--- src/rtl/dot_accumulator_if.sv ---
// -----------------------------------------------------------------------------
// dot_accumulator_if
// Bundles the signals exchanged between the dot-product accumulator and its
// neighbours:
//   clear     : synchronous abort/restart of the current dot product
//   in_valid  : prod/prod_ovf carry a product from the multiplier
//   in_ready  : accumulator can take a product this cycle
//   prod      : PROD_W-bit unsigned product
//   prod_ovf  : multiplier overflow flag; the product value is unreliable
//   out_valid : a finished dot product is presented
//   out_ready : downstream accepts the presented result
//   acc_out   : ACC_W-bit dot-product result
//   sat       : result saturated (sum overflow or prod_ovf seen)
//   count     : products accepted in the current dot product
// The master modport is the environment side; the slave modport is the
// accumulator itself.
// -----------------------------------------------------------------------------
interface dot_accumulator_if #(
  parameter int PROD_W = 16,
  parameter int ACC_W  = 24,
  parameter int CNT_W  = 4
);
  logic              clear;
  logic              in_valid;
  logic              in_ready;
  logic [PROD_W-1:0] prod;
  logic              prod_ovf;
  logic              out_valid;
  logic              out_ready;
  logic [ACC_W-1:0]  acc_out;
  logic              sat;
  logic [CNT_W-1:0]  count;

  modport master (
    output clear, in_valid, prod, prod_ovf, out_ready,
    input  in_ready, out_valid, acc_out, sat, count
  );

  modport slave (
    input  clear, in_valid, prod, prod_ovf, out_ready,
    output in_ready, out_valid, acc_out, sat, count
  );
endinterface

--- src/rtl/dot_accumulator.sv ---
// -----------------------------------------------------------------------------
// dot_accumulator
// Sums LEN consecutive unsigned products from the 8x8 multiplier into one
// saturating dot-product result and hands it downstream over valid/ready.
// Ports:
//   clk   : clock, all state changes on the rising edge
//   rst_n : asynchronous active-low reset
//   bus   : dot_accumulator_if.slave (clear, input product handshake,
//           output result handshake, sat flag, beat count)
// -----------------------------------------------------------------------------
module dot_accumulator #(
  parameter int PROD_W = 16,
  parameter int ACC_W  = 24,
  parameter int LEN    = 8,
  parameter int CNT_W  = 4
) (
  input  logic               clk,
  input  logic               rst_n,
  dot_accumulator_if.slave   bus
);

  localparam logic ST_ACCUM = 1'b0;
  localparam logic ST_HOLD  = 1'b1;

  localparam logic [ACC_W-1:0] ACC_MAX  = {ACC_W{1'b1}};
  localparam logic [CNT_W-1:0] LAST_IDX = CNT_W'(LEN - 1);
  localparam logic [CNT_W-1:0] LEN_CNT  = CNT_W'(LEN);

  logic             state_q,   state_d;
  logic [ACC_W-1:0] acc_q,     acc_d;
  logic [ACC_W-1:0] acc_out_q, acc_out_d;
  logic [CNT_W-1:0] count_q,   count_d;
  logic             sat_q,     sat_d;

  // One extra bit catches the carry out of the running sum.
  logic [ACC_W:0]   sum_ext;
  logic [ACC_W-1:0] beat_acc;
  logic             beat_sat;

  // Saturating add of the incoming product. A flagged product forces the
  // clamp because its value cannot be trusted; once clamped, further adds
  // carry out again and stay at the maximum, so the sum never wraps.
  always_comb begin
    sum_ext  = {1'b0, acc_q} + {{(ACC_W - PROD_W + 1){1'b0}}, bus.prod};
    beat_acc = sum_ext[ACC_W-1:0];
    beat_sat = sat_q;
    if (bus.prod_ovf || sum_ext[ACC_W]) begin
      beat_acc = ACC_MAX;
      beat_sat = 1'b1;
    end
  end

  // Next-state logic. clear outranks both accepting a product and the
  // result hand-off, so a pending result is dropped even if out_ready is
  // high in the same cycle. acc_out is only touched when a result is
  // loaded so the last result stays visible after hand-off or clear.
  always_comb begin
    state_d   = state_q;
    acc_d     = acc_q;
    acc_out_d = acc_out_q;
    count_d   = count_q;
    sat_d     = sat_q;

    if (bus.clear) begin
      state_d = ST_ACCUM;
      acc_d   = '0;
      count_d = '0;
      sat_d   = 1'b0;
    end else if (state_q == ST_ACCUM) begin
      if (bus.in_valid) begin
        acc_d = beat_acc;
        sat_d = beat_sat;
        if (count_q == LAST_IDX) begin
          acc_out_d = beat_acc;
          count_d   = LEN_CNT;
          state_d   = ST_HOLD;
        end else begin
          count_d = count_q + CNT_W'(1);
        end
      end
    end else begin
      if (bus.out_ready) begin
        state_d = ST_ACCUM;
        acc_d   = '0;
        count_d = '0;
        sat_d   = 1'b0;
      end
    end
  end

  // State registers with asynchronous return to the idle, empty condition.
  always_ff @(posedge clk or negedge rst_n) begin
    if (!rst_n) begin
      state_q   <= ST_ACCUM;
      acc_q     <= '0;
      acc_out_q <= '0;
      count_q   <= '0;
      sat_q     <= 1'b0;
    end else begin
      state_q   <= state_d;
      acc_q     <= acc_d;
      acc_out_q <= acc_out_d;
      count_q   <= count_d;
      sat_q     <= sat_d;
    end
  end

  // Handshake outputs depend only on state, so nothing on the input side
  // reaches the output port combinationally.
  assign bus.in_ready  = (state_q == ST_ACCUM);
  assign bus.out_valid = (state_q == ST_HOLD);
  assign bus.acc_out   = acc_out_q;
  assign bus.sat       = sat_q;
  assign bus.count     = count_q;

endmodule
--- src/flat_wrapper.sv ---
// flat-port wrapper written by rule: the top's interface ports become plain ports
module dot_accumulator_flat 
#(
  parameter int PROD_W = 16,
  parameter int ACC_W  = 24,
  parameter int LEN    = 8,
  parameter int CNT_W  = 4
)
  (clk, rst_n, bus_clear, bus_in_valid, bus_prod, bus_prod_ovf, bus_out_ready, bus_in_ready, bus_out_valid, bus_acc_out, bus_sat, bus_count);
  dot_accumulator_if #(.PROD_W(PROD_W), .ACC_W(ACC_W), .CNT_W(CNT_W)) bus_i ();
  input  logic clk;
  input  logic rst_n;
  input wire logic [$bits(bus_i.clear)-1:0] bus_clear;
  input wire logic [$bits(bus_i.in_valid)-1:0] bus_in_valid;
  input wire logic [$bits(bus_i.prod)-1:0] bus_prod;
  input wire logic [$bits(bus_i.prod_ovf)-1:0] bus_prod_ovf;
  input wire logic [$bits(bus_i.out_ready)-1:0] bus_out_ready;
  output wire logic [$bits(bus_i.in_ready)-1:0] bus_in_ready;
  output wire logic [$bits(bus_i.out_valid)-1:0] bus_out_valid;
  output wire logic [$bits(bus_i.acc_out)-1:0] bus_acc_out;
  output wire logic [$bits(bus_i.sat)-1:0] bus_sat;
  output wire logic [$bits(bus_i.count)-1:0] bus_count;
  assign bus_i.clear = bus_clear;
  assign bus_i.in_valid = bus_in_valid;
  assign bus_i.prod = bus_prod;
  assign bus_i.prod_ovf = bus_prod_ovf;
  assign bus_i.out_ready = bus_out_ready;
  assign bus_in_ready = bus_i.in_ready;
  assign bus_out_valid = bus_i.out_valid;
  assign bus_acc_out = bus_i.acc_out;
  assign bus_sat = bus_i.sat;
  assign bus_count = bus_i.count;
  dot_accumulator #(.PROD_W(PROD_W), .ACC_W(ACC_W), .LEN(LEN), .CNT_W(CNT_W)) u_core (.clk(clk), .rst_n(rst_n), .bus(bus_i));
endmodule
--- config.mk ---
export PLATFORM = sky130hd
export DESIGN_NAME = dot_accumulator_flat
export DESIGN_NICKNAME = d
export VERILOG_FILES = /design/src/rtl/dot_accumulator_if.sv /design/src/rtl/dot_accumulator.sv /design/src/flat_wrapper.sv
export SDC_FILE = /design/constraint.sdc
export NUM_CORES = 1
export LEC_CHECK = 0
export ABC_AREA = 0
export CELL_PAD_IN_SITES_DETAIL_PLACEMENT = 0
export CELL_PAD_IN_SITES_GLOBAL_PLACEMENT = 2
export CORE_MARGIN = 5
export CORE_UTILIZATION = 33
export CTS_BUF_LIST = sky130_fd_sc_hd__clkbuf_16
export DETAILED_ROUTE_END_ITERATION = 10
export HOLD_SLACK_MARGIN = 0.12
export PLACE_DENSITY_LB_ADDON = 0.1
export SETUP_SLACK_MARGIN = 0.02
export SKIP_LAST_GASP = 1
export SLEW_MARGIN = 10
export SYNTH_ARGS = -nofsm -noshare
export SYNTH_HDL_FRONTEND = slang
export SYNTH_SLANG_ARGS = --single-unit
--- constraint.sdc ---
create_clock -name clk -period 3.4 [get_ports clk]
set_input_delay 0.85 -clock clk [delete_from_list [all_inputs] [get_ports clk]]
set_output_delay 0.85 -clock clk [all_outputs]
set_load 0.02 [all_outputs]
==> results_dict.tcl, run 1 <==
set metrics [dict create \
    status "completed" \
    worst-endpoint-arrival_ns 3.43 \
    peakVddDrop_mv 0.212 \
    die_y_um 109 \
    dieArea_sq_um 12000 \
    clock_path_buffers 2 \
    n_antenna_cell 0 \
    vias 2841 \
    yosys.cell_count.top_type "dfrtp_1" \
    powerDensity_nw_per_um2 411 \
    min_period_over_period_pct 95.7 \
    fill_cells 1009 \
    crit_chain "clkdlybuf4s50_1 > ha_1 > fa_1 > a211oi_2 > o211ai_2 > a211oi_4 > nor2_4 > a21oi_4 > buf_12 > nand2_1 > a22o_1" \
    finish.utilization_pct 43.5 \
    max_freq_mhz 307 \
    clock_skew_ns 0.00805 \
    clkTransAtPathRegs_ns 0.07 \
    initial_core_util_pct 33.6 \
    syn_to_final_growth_pct 29.6 \
    grt_max_degree 36 \
    wl_um 8550 \
    firstDrtPassIters 4 \
    synth_nets 407 \
    hpwl_um 6660 \
    setup_viol 0 \
    fin_ws_ns 0.147 \
    cap_violations 0 \
    rsz0062_at_grt "false" \
    syn_avg_cell_area_sq_um 8.90 \
    syn_area_sq_um 3270 \
    yosysTopAreaCell "dfrtp_1" \
    report.final.slew_viol_count 0 \
    synth_common_cells "54 x dfrtp_1, 45 x nor2_1, 40 x nand2_1" \
    critPathSlowestCell "clkdlybuf4s50_1" \
    max_slew.worst_pin.slew_ns 0.496 \
    synth_edf_count 0 \
    crit_fanout 16 \
    grt_pass1_vias 2898 \
    crit_path_end_kind "register" \
    crit_type "in -> reg" \
    numCtsBuffers 5 \
    cts.sinks 54 \
    drc 0 \
    finalHoldViolCount 0 \
    path_delay_family "compound AO/OA/AOI/OAI gates" \
    max_stage_delay_ns 0.41 \
    wl_per_cell_um 15.1 \
    final_cell_area_sq_um 4230 \
    grt_pass1_wl_um 14500 \
    clk_latency_ns 0.29 \
    fin_crit_ns 3.25 \
    total_power_mw 1.74 \
    port_buffers 52 \
    fp.coreArea_sq_um 9730 \
    antenna_found_initial 0 \
    row_count 36 \
    ys_types 45 \
    htree_levels 2 \
    ios 53 \
    layout-drive-gt1-share_pct 9.68 \
    ys_seq_elements 54 \
    postRouteAntennaNets 0 \
    gp_congestion 0.775 \
    ys_seq_area_share_pct 41.4 \
    reg2reg_depth 10 \
    slew_headroom_pct 66.9 \
    cp.buffers_inverters 2 \
    yosysWarnings 0 \
    power_leakage_nw 1.84 \
    die_x_um 109 \
    synth_cells 367 \
    place_area_sq_um 4080 \
    cp-start-kind "input port" \
    netlist.area_leader.share_pct 41.4 \
    overflow 0 \
    dr.first_iter.drc_count 99 \
    clock-root-buffer "clkbuf_16" \
    hold_path_class "in -> async" \
    track_usage_pct 15.4 \
    cts_tree "built" \
    required_ns 3.57 \
    synth-main-ff-cell "dfrtp_1" \
    async_reset_ff_share_pct 100 \
    synthTopCellsByArea "dfrtp_1 41%, ha_1 6.5%, nor2_1 5.2%" \
    cp.depth 11 \
    dp_slack_ns -0.187 \
    nets 473 \
    vias_per_cell 5.01 \
]
-- layout by cell type, fill, tap and decap left out, drive strengths merged, types with 7 or more instances in the layout --
cell type and instances:
a21o 13, o21ai 32, a21oi 27, buf 26, nand2 40, clkdlybuf4s50 51
ha 17, a22o 8, a31oi 17, xnor2 11, dfrtp 54, xor2 10
nand3 11, nor2 46, nor3 7
-- metrics by stage --
stage | TNS [ns] | hold WS (ns) | instances
2_1_floorplan | 0 | 0.453 | 367
3_3_place_gp | -4.06 | 0.464 | 558
3_5_place_dp | -4.80 | 0.474 | 558
4_1_cts | 0 | 0.334 | 566
5_1_grt | 0 | 0.332 | 567
6_report | 0 | 0.342 | 567
-- flip-flops by register name (all words and copies together) (netlist names) --
name,flops
u_core.acc_q,24
u_core.bus.acc_out,24
u_core.bus.count,4
u_core.bus.out_valid,1
u_core.bus.sat,1
-- final cells by class --
cell class	instances	area, sq um	share of cell area, %
Timing Repair Buffer	77	728	17.2
Tap cell	133	166	3.93
Inverter	5	18.8	0.444
Sequential cell	54	1350	31.9
Clock buffer	5	125	2.96
Multi-Input combinational cell	290	1830	43.2
Clock inverter	3	12.5	0.296
-- power breakdown --
part           internal [mW]  switching, mW  total [mW]  leakage (nW)
clock                  0.267          0.224       0.491        0.0724
combinational          0.235          0.288       0.523          1.05
sequential             0.688         0.0390       0.727         0.710
total                   1.19          0.551        1.74          1.84
-- what timing repair did --
action | CTS | global route
gates resized for setup | 0 | 2
hold buffers | 0 | 0
hold endpoints to repair | 0 | 0
setup endpoints to repair | 0 | 16
setup buffers | 0 | 1
-- path summary, 6_finish.rpt --
path,from,to,slack [ns]
setup / recovery,bus_prod[0],u_core.acc_q[9],0.15
hold / removal,rst_n,u_core.bus.acc_out[4],0.34
setup reg to reg,u_core.acc_q[0],u_core.acc_q[9],0.75
hold reg to reg,u_core.acc_q[6],u_core.acc_q[6],0.49
max in group asynchronous,rst_n,u_core.acc_q[15],2.51
min in group clk,u_core.acc_q[6],u_core.acc_q[6],0.49
-- kinds of logic after synthesis --
group           after synthesis  share of synthesized area [%]
simple gates                125                           17.3
buf+inv                      23                           3.26
xor+xnor                     21                           5.63
flops                        54                           41.4
fa+ha+maj                    18                           7.13
mux                           2                          0.613
compound gates              124                           24.7
-- metal layers --
layer	share of wire (%)	up-vias	track usage, %
met1	49	1320	21.7
met3	3.8	5	2.29
met5	0	-	0
met4	0.64	0	2.67
li1	-	1458	-
met2	47	58	25.3
-- worst reg2reg max path, cell delays in order, from the launching register on --
cell and delay, ns:
dfrtp_1 0.38, ha_1 0.21, fa_1 0.41, a211oi_2 0.25, o211ai_2 0.16, a211oi_4 0.34, nor2_4 0.08, a21oi_4 0.26
buf_12 0.19, nand2_1 0.06, a22o_1 0.18
Power figures use the tool's default switching activity.
==> run 2: changes to the inputs <==
--- a/config.mk
+++ b/config.mk
@@ -7,9 +7,9 @@
 export LEC_CHECK = 0
 export ABC_AREA = 0
 export CELL_PAD_IN_SITES_DETAIL_PLACEMENT = 0
-export CELL_PAD_IN_SITES_GLOBAL_PLACEMENT = 2
+export CELL_PAD_IN_SITES_GLOBAL_PLACEMENT = 1
 export CORE_MARGIN = 5
-export CORE_UTILIZATION = 33
+export CORE_UTILIZATION = 41
 export CTS_BUF_LIST = sky130_fd_sc_hd__clkbuf_16
 export DETAILED_ROUTE_END_ITERATION = 10
 export HOLD_SLACK_MARGIN = 0.12
==> run 2 against run 1 <==
First-iteration DRC count decreased by 14%. Non-clock buffer count is 2 lower. Die area is 18% lower. Clock skew down 0.0013 ns. Global-route usage up 2.2 points. Design area shrank 1.1%.
==> results_dict.tcl, run 2 (synthesis results as in run 1) <==
set metrics [dict create \
    status "completed" \
    gp_congestion 0.864 \
    setup_tns_ns 0 \
    rsz0062_at_grt "false" \
    numCtsBuffers 5 \
    firstDrtPassIters 5 \
    cp.depth 12 \
    holdPathStages 2 \
    cap_violations 0 \
    die_y_um 99.2 \
    nets 471 \
    clock_path_buffers 2 \
    crit_fanout 11 \
    reg2reg_depth 11 \
    mostFrequentLayoutCell "dfrtp_1" \
    die_x_um 99.2 \
    ios 53 \
    stdcell_count 533 \
    postRouteAntennaNets 0 \
    min_period_over_period_pct 94.9 \
    overflow 0 \
    initial_core_util_pct 42.3 \
    port_buffers 52 \
    htree_levels 2 \
    grt_max_degree 36 \
    drc 0 \
    row_count 32 \
    hpwl_um 6320 \
    dp_cells 524 \
    power_leakage_nw 1.83 \
    n_antenna_cell 0 \
    crit_path_end_kind "register" \
    hold_path_class "reg -> reg" \
    report.final.slew_viol_count 0 \
    vias_per_cell 5.41 \
    setup_viol 0 \
    powerDensity_nw_per_um2 415 \
    vias 2882 \
    track_usage_pct 17.6 \
    dp_slack_ns -0.192 \
    path_delay_family "compound AO/OA/AOI/OAI gates" \
    syn_to_final_growth_pct 28.1 \
    cp-start-kind "input port" \
    grt_pass1_wl_um 14200 \
    multi_input_area_sq_um 1820 \
    cts.sinks 54 \
    dr.first_iter.drc_count 85 \
    dieArea_sq_um 9850 \
    finalHoldViolCount 0 \
    required_ns 3.58 \
    max_freq_mhz 310 \
    cts_tree "built" \
    final_cell_mix "54 x dfrtp_1, 51 x clkdlybuf4s50_1, 45 x nor2_1" \
    fp.coreArea_sq_um 7730 \
    clkTransAtPathRegs_ns 0.07 \
    hold_buffers 0 \
    fill_cells 706 \
    slew_headroom_pct 67.2 \
    clock_skew_ns 0.00673 \
    grt_pass1_vias 2983 \
    antenna_found_initial 0 \
    max_stage_delay_ns 0.41 \
    wl_um 8260 \
    fin_crit_ns 3.23 \
    crit_type "in -> reg" \
    clock-root-buffer "clkbuf_16" \
    cp.buffers_inverters 3 \
    critPathSlowestCell "clkdlybuf4s50_1" \
    peakVddDrop_mv 0.251 \
    layout-drive-gt1-share_pct 9.51 \
    clk_latency_ns 0.29 \
    worst-endpoint-arrival_ns 3.41 \
    regArea_sq_um 1350 \
    crit_chain "clkdlybuf4s50_1 > ha_1 > fa_1 > a211oi_2 > o211ai_2 > a211oi_2 > nor2_4 > a21oi_4 > buf_12 > buf_12 > nand2_1 > a22o_1" \
    max_slew.worst_pin.slew_ns 0.488 \
    wl_per_cell_um 15.5 \
    fin_ws_ns 0.174 \
]
-- run 2: through the flow --
step	hold slack (ns)	total power [mW]	instance area [sq um]	utilization [%]
floorplan	0.453	1.06	3270	-
global placement	0.464	1.24	4000	51.8
detailed placement	0.476	1.25	4000	51.8
CTS	0.495	1.74	4140	53.5
global route	0.514	1.84	4180	54.1
finish	0.492	1.73	4180	54.1
-- run 2: layer usage --
| metal | GRT usage (%) | routed length (um) |
|---|---|---|
| met1 | 24.2 | 4080 |
| met2 | 29.2 | 3780 |
| met3 | 2.81 | 289 |
| met4 | 4.10 | 107 |
| met5 | 0 | 0 |
-- run 2: cell type report --
| class | instances | share of cell area, % |
|---|---|---|
| Multi-Input combinational cell | 290 | 43.5 |
| Sequential cell | 54 | 32.3 |
| Timing Repair Buffer | 75 | 17.5 |
| Tap cell | 102 | 3.05 |
| Clock buffer | 5 | 2.99 |
| Inverter | 5 | 0.449 |
| Clock inverter | 2 | 0.239 |
-- run 2: path summary, 6_finish.rpt --
kind	from	end	slack [ns]
worst min register to register	u_core.acc_q[13]	u_core.acc_q[13]	0.49
worst max register to register	u_core.acc_q[0]	u_core.acc_q[9]	0.78
worst min-delay path	u_core.acc_q[13]	u_core.acc_q[13]	0.49
max in group asynchronous	rst_n	u_core.acc_q[20]	2.54
min in group asynchronous	rst_n	u_core.bus.acc_out[7]	0.55
worst max-delay path	bus_prod[0]	u_core.acc_q[9]	0.17
-- run 2: repair_timing --
action	4_1_cts	5_1_grt
gates resized for setup	0	1
setup buffers	0	1
setup endpoints to repair	0	17
-- run 2: power breakdown --
part / internal, mW / switching [mW] / leakage, nW
Sequential: 0.688 / 0.0401 / 0.710
Clock: 0.267 / 0.226 / 0.0694
Combinational: 0.232 / 0.281 / 1.05
Total: 1.19 / 0.548 / 1.83
-- run 2: worst register-to-register path: stages (launching register included) --
cell and delay (ns):
dfrtp_1 0.38, ha_1 0.21, fa_1 0.41, a211oi_2 0.26, o211ai_2 0.14, a211oi_2 0.36, nor2_4 0.08, a21oi_4 0.16
buf_12 0.14, buf_12 0.12, nand2_1 0.06, a22o_1 0.18
==> run 3: changes to the inputs <==
--- a/config.mk
+++ b/config.mk
@@ -10,7 +10,6 @@
 export CELL_PAD_IN_SITES_GLOBAL_PLACEMENT = 1
 export CORE_MARGIN = 5
 export CORE_UTILIZATION = 41
-export CTS_BUF_LIST = sky130_fd_sc_hd__clkbuf_16
 export DETAILED_ROUTE_END_ITERATION = 10
 export HOLD_SLACK_MARGIN = 0.12
 export PLACE_DENSITY_LB_ADDON = 0.1
==> run 3 against run 2 <==
Worst hold slack better by 0.0049 ns. Maximum frequency about the same. Clock power fell by 29%. Critical path depth is 2 lower. Routed wire length increased by 0.41%. Setup slack worse by 0.0028 ns. Flip-flop and latch count unchanged. Total power down 8.2%. Largest power group unchanged. Global-route usage unchanged. Clock skew rose by 0.0045 ns.
==> results_dict.tcl, run 3 (synthesis results as in run 1) <==
set metrics [dict create \
    status "completed" \
    setup_viol 0 \
    nets 471 \
    firstDrtPassIters 4 \
    clock_path_buffers 2 \
    cts.repair.resized 0 \
    slew_headroom_pct 68.3 \
    holdWs_ns 0.497 \
    finalHoldViolCount 0 \
    clk_latency_ns 0.31 \
    critPathSlowestCell "clkdlybuf4s50_1" \
    post-cts-setup-buffer-count 0 \
    crit_path_end_kind "register" \
    fp.coreArea_sq_um 7730 \
    gp_congestion 0.864 \
    grt_pass1_wl_um 14200 \
    n_antenna_cell 0 \
    grt_pass1_vias 2963 \
    crit_fanout 13 \
    mostFrequentLayoutCell "dfrtp_1" \
    wl_um 8290 \
    crit_type "in -> reg" \
    fill_cells 715 \
    total_power_mw 1.59 \
    layout-drive-gt1-share_pct 9.28 \
    cp.buffers_inverters 1 \
    dieArea_sq_um 9850 \
    power_leakage_nw 1.80 \
    report.final.slew_viol_count 0 \
    r2r_setup_slack_ns 0.75 \
    wl_per_cell_um 15.6 \
    path_delay_family "compound AO/OA/AOI/OAI gates" \
    max_slew.worst_pin.slew_ns 0.475 \
    track_usage_pct 17.6 \
    overflow 0 \
    vias_per_cell 5.35 \
    fin_crit_ns 3.23 \
    rsz0062_at_grt "false" \
    postRouteAntennaNets 0 \
    htree_levels 2 \
    crit_chain "clkdlybuf4s50_1 > ha_1 > fa_1 > a211oi_2 > o211ai_2 > a211oi_2 > nor2_4 > a21o_1 > a22oi_1 > nand3b_1" \
    clkTransAtPathRegs_ns 0.10 \
    finish.utilization_pct 53.4 \
    hpwl_um 6320 \
    initial_core_util_pct 42.3 \
    stdcell_count 533 \
    peakVddDrop_mv 0.155 \
    path_common_cell "a211oi_2" \
    multi_input_area_sq_um 1820 \
    rr_startpoint "u_core.acc_q[0]" \
    ios 53 \
    dr.first_iter.drc_count 69 \
    numCtsBuffers 5 \
    cts_tree "built" \
    drc 0 \
    regArea_sq_um 1350 \
    cp-start-kind "input port" \
    final_cell_mix "54 x dfrtp_1, 51 x clkdlybuf4s50_1, 45 x nor2_1" \
    die_y_um 99.2 \
    clock_skew_ns 0.0112 \
    syn_to_final_growth_pct 26.4 \
    cts.sinks 54 \
    port_buffers 52 \
    worstReg2RegEnd "u_core.acc_q[21]" \
    clock-root-buffer "clkbuf_8" \
    hold_buffers 0 \
    worst-endpoint-arrival_ns 3.42 \
    dp_cells 524 \
    die_x_um 99.2 \
    reg2reg_depth 9 \
    min_to "u_core.bus.acc_out[5]" \
    hold_path_startpoint "u_core.bus.acc_out[5]" \
    required_ns 3.59 \
    min_period_over_period_pct 95.0 \
    final_cell_area_sq_um 4130 \
    hold_path_class "reg -> reg" \
    antenna_found_initial 0 \
    max_stage_delay_ns 0.41 \
    row_count 32 \
    holdPathStages 2 \
    cap_violations 0 \
    grt_max_degree 36 \
    vias 2850 \
    powerDensity_nw_per_um2 386 \
    place_area_sq_um 4000 \
    max_freq_mhz 310 \
]
## run 3: cell types whose count changed in the layout (fill, tap and decap cells not counted)
| cell | change |
|---|---|
| clkbuf_8 | +5 |
| a21o_1 | +1 |
| clkbuf_16 | -5 |
| a21o_2 | -1 |
## run 3: cell type report
| type | instances | area share (%) |
|---|---|---|
| inverter | 5 | 0.455 |
| clock inverter | 2 | 0.243 |
| timing repair buffer | 75 | 17.7 |
| sequential | 54 | 32.7 |
| tap | 102 | 3.09 |
| clock buffer | 5 | 1.67 |
| multi-input combinational | 290 | 44.1 |
## run 3: worst reg2reg max path: stages (launching register included)
cell	delay, ns
dfrtp_1	0.39
ha_1	0.21
fa_1	0.41
a211oi_2	0.26
o211ai_2	0.14
a211oi_2	0.36
nor2_4	0.08
a21o_1	0.34
a22oi_1	0.24
nand3b_1	0.10
## run 3: stage by stage
stage	TNS, ns	setup WS, ns
after floorplan	0	0.431
after global placement	-3.04	-0.133
after detailed placement	-4.84	-0.192
after CTS	0	0.145
after global routing	0	0.0292
final	0	0.171
## run 3: how the worst max path moves through the flow
| stage | start | end | slack [ns] | cells past startpoint |
|---|---|---|---|---|
| 2_1_floorplan | bus_prod[0] | u_core.acc_q[23] | 0.43 | 10 |
| 3_3_place_gp | bus_prod[0] | u_core.acc_q[7] | -0.13 | 11 |
| 3_5_place_dp | bus_prod[0] | u_core.acc_q[9] | -0.19 | 11 |
| 4_1_cts | bus_prod[0] | u_core.acc_q[9] | 0.14 | 11 |
| 5_1_grt | bus_prod[0] | u_core.acc_q[6] | 0.03 | 10 |
| 6_report | bus_prod[0] | u_core.acc_q[21] | 0.17 | 10 |
## run 3: power breakdown
group	leakage (nW)	internal, mW	switching (mW)	total [mW]
Clock	0.0438	0.139	0.210	0.349
Sequential	0.710	0.688	0.0401	0.728
Combinational	1.05	0.232	0.282	0.514
Total	1.80	1.06	0.533	1.59
## run 3: layer usage
layer,GRT usage [%],vias up,routed length [um]
li1,-,1442,-
met4,4.94,0,79
met2,28.7,55,3730
met3,2.38,6,284
met1,24.5,1347,4200
met5,0,-,0
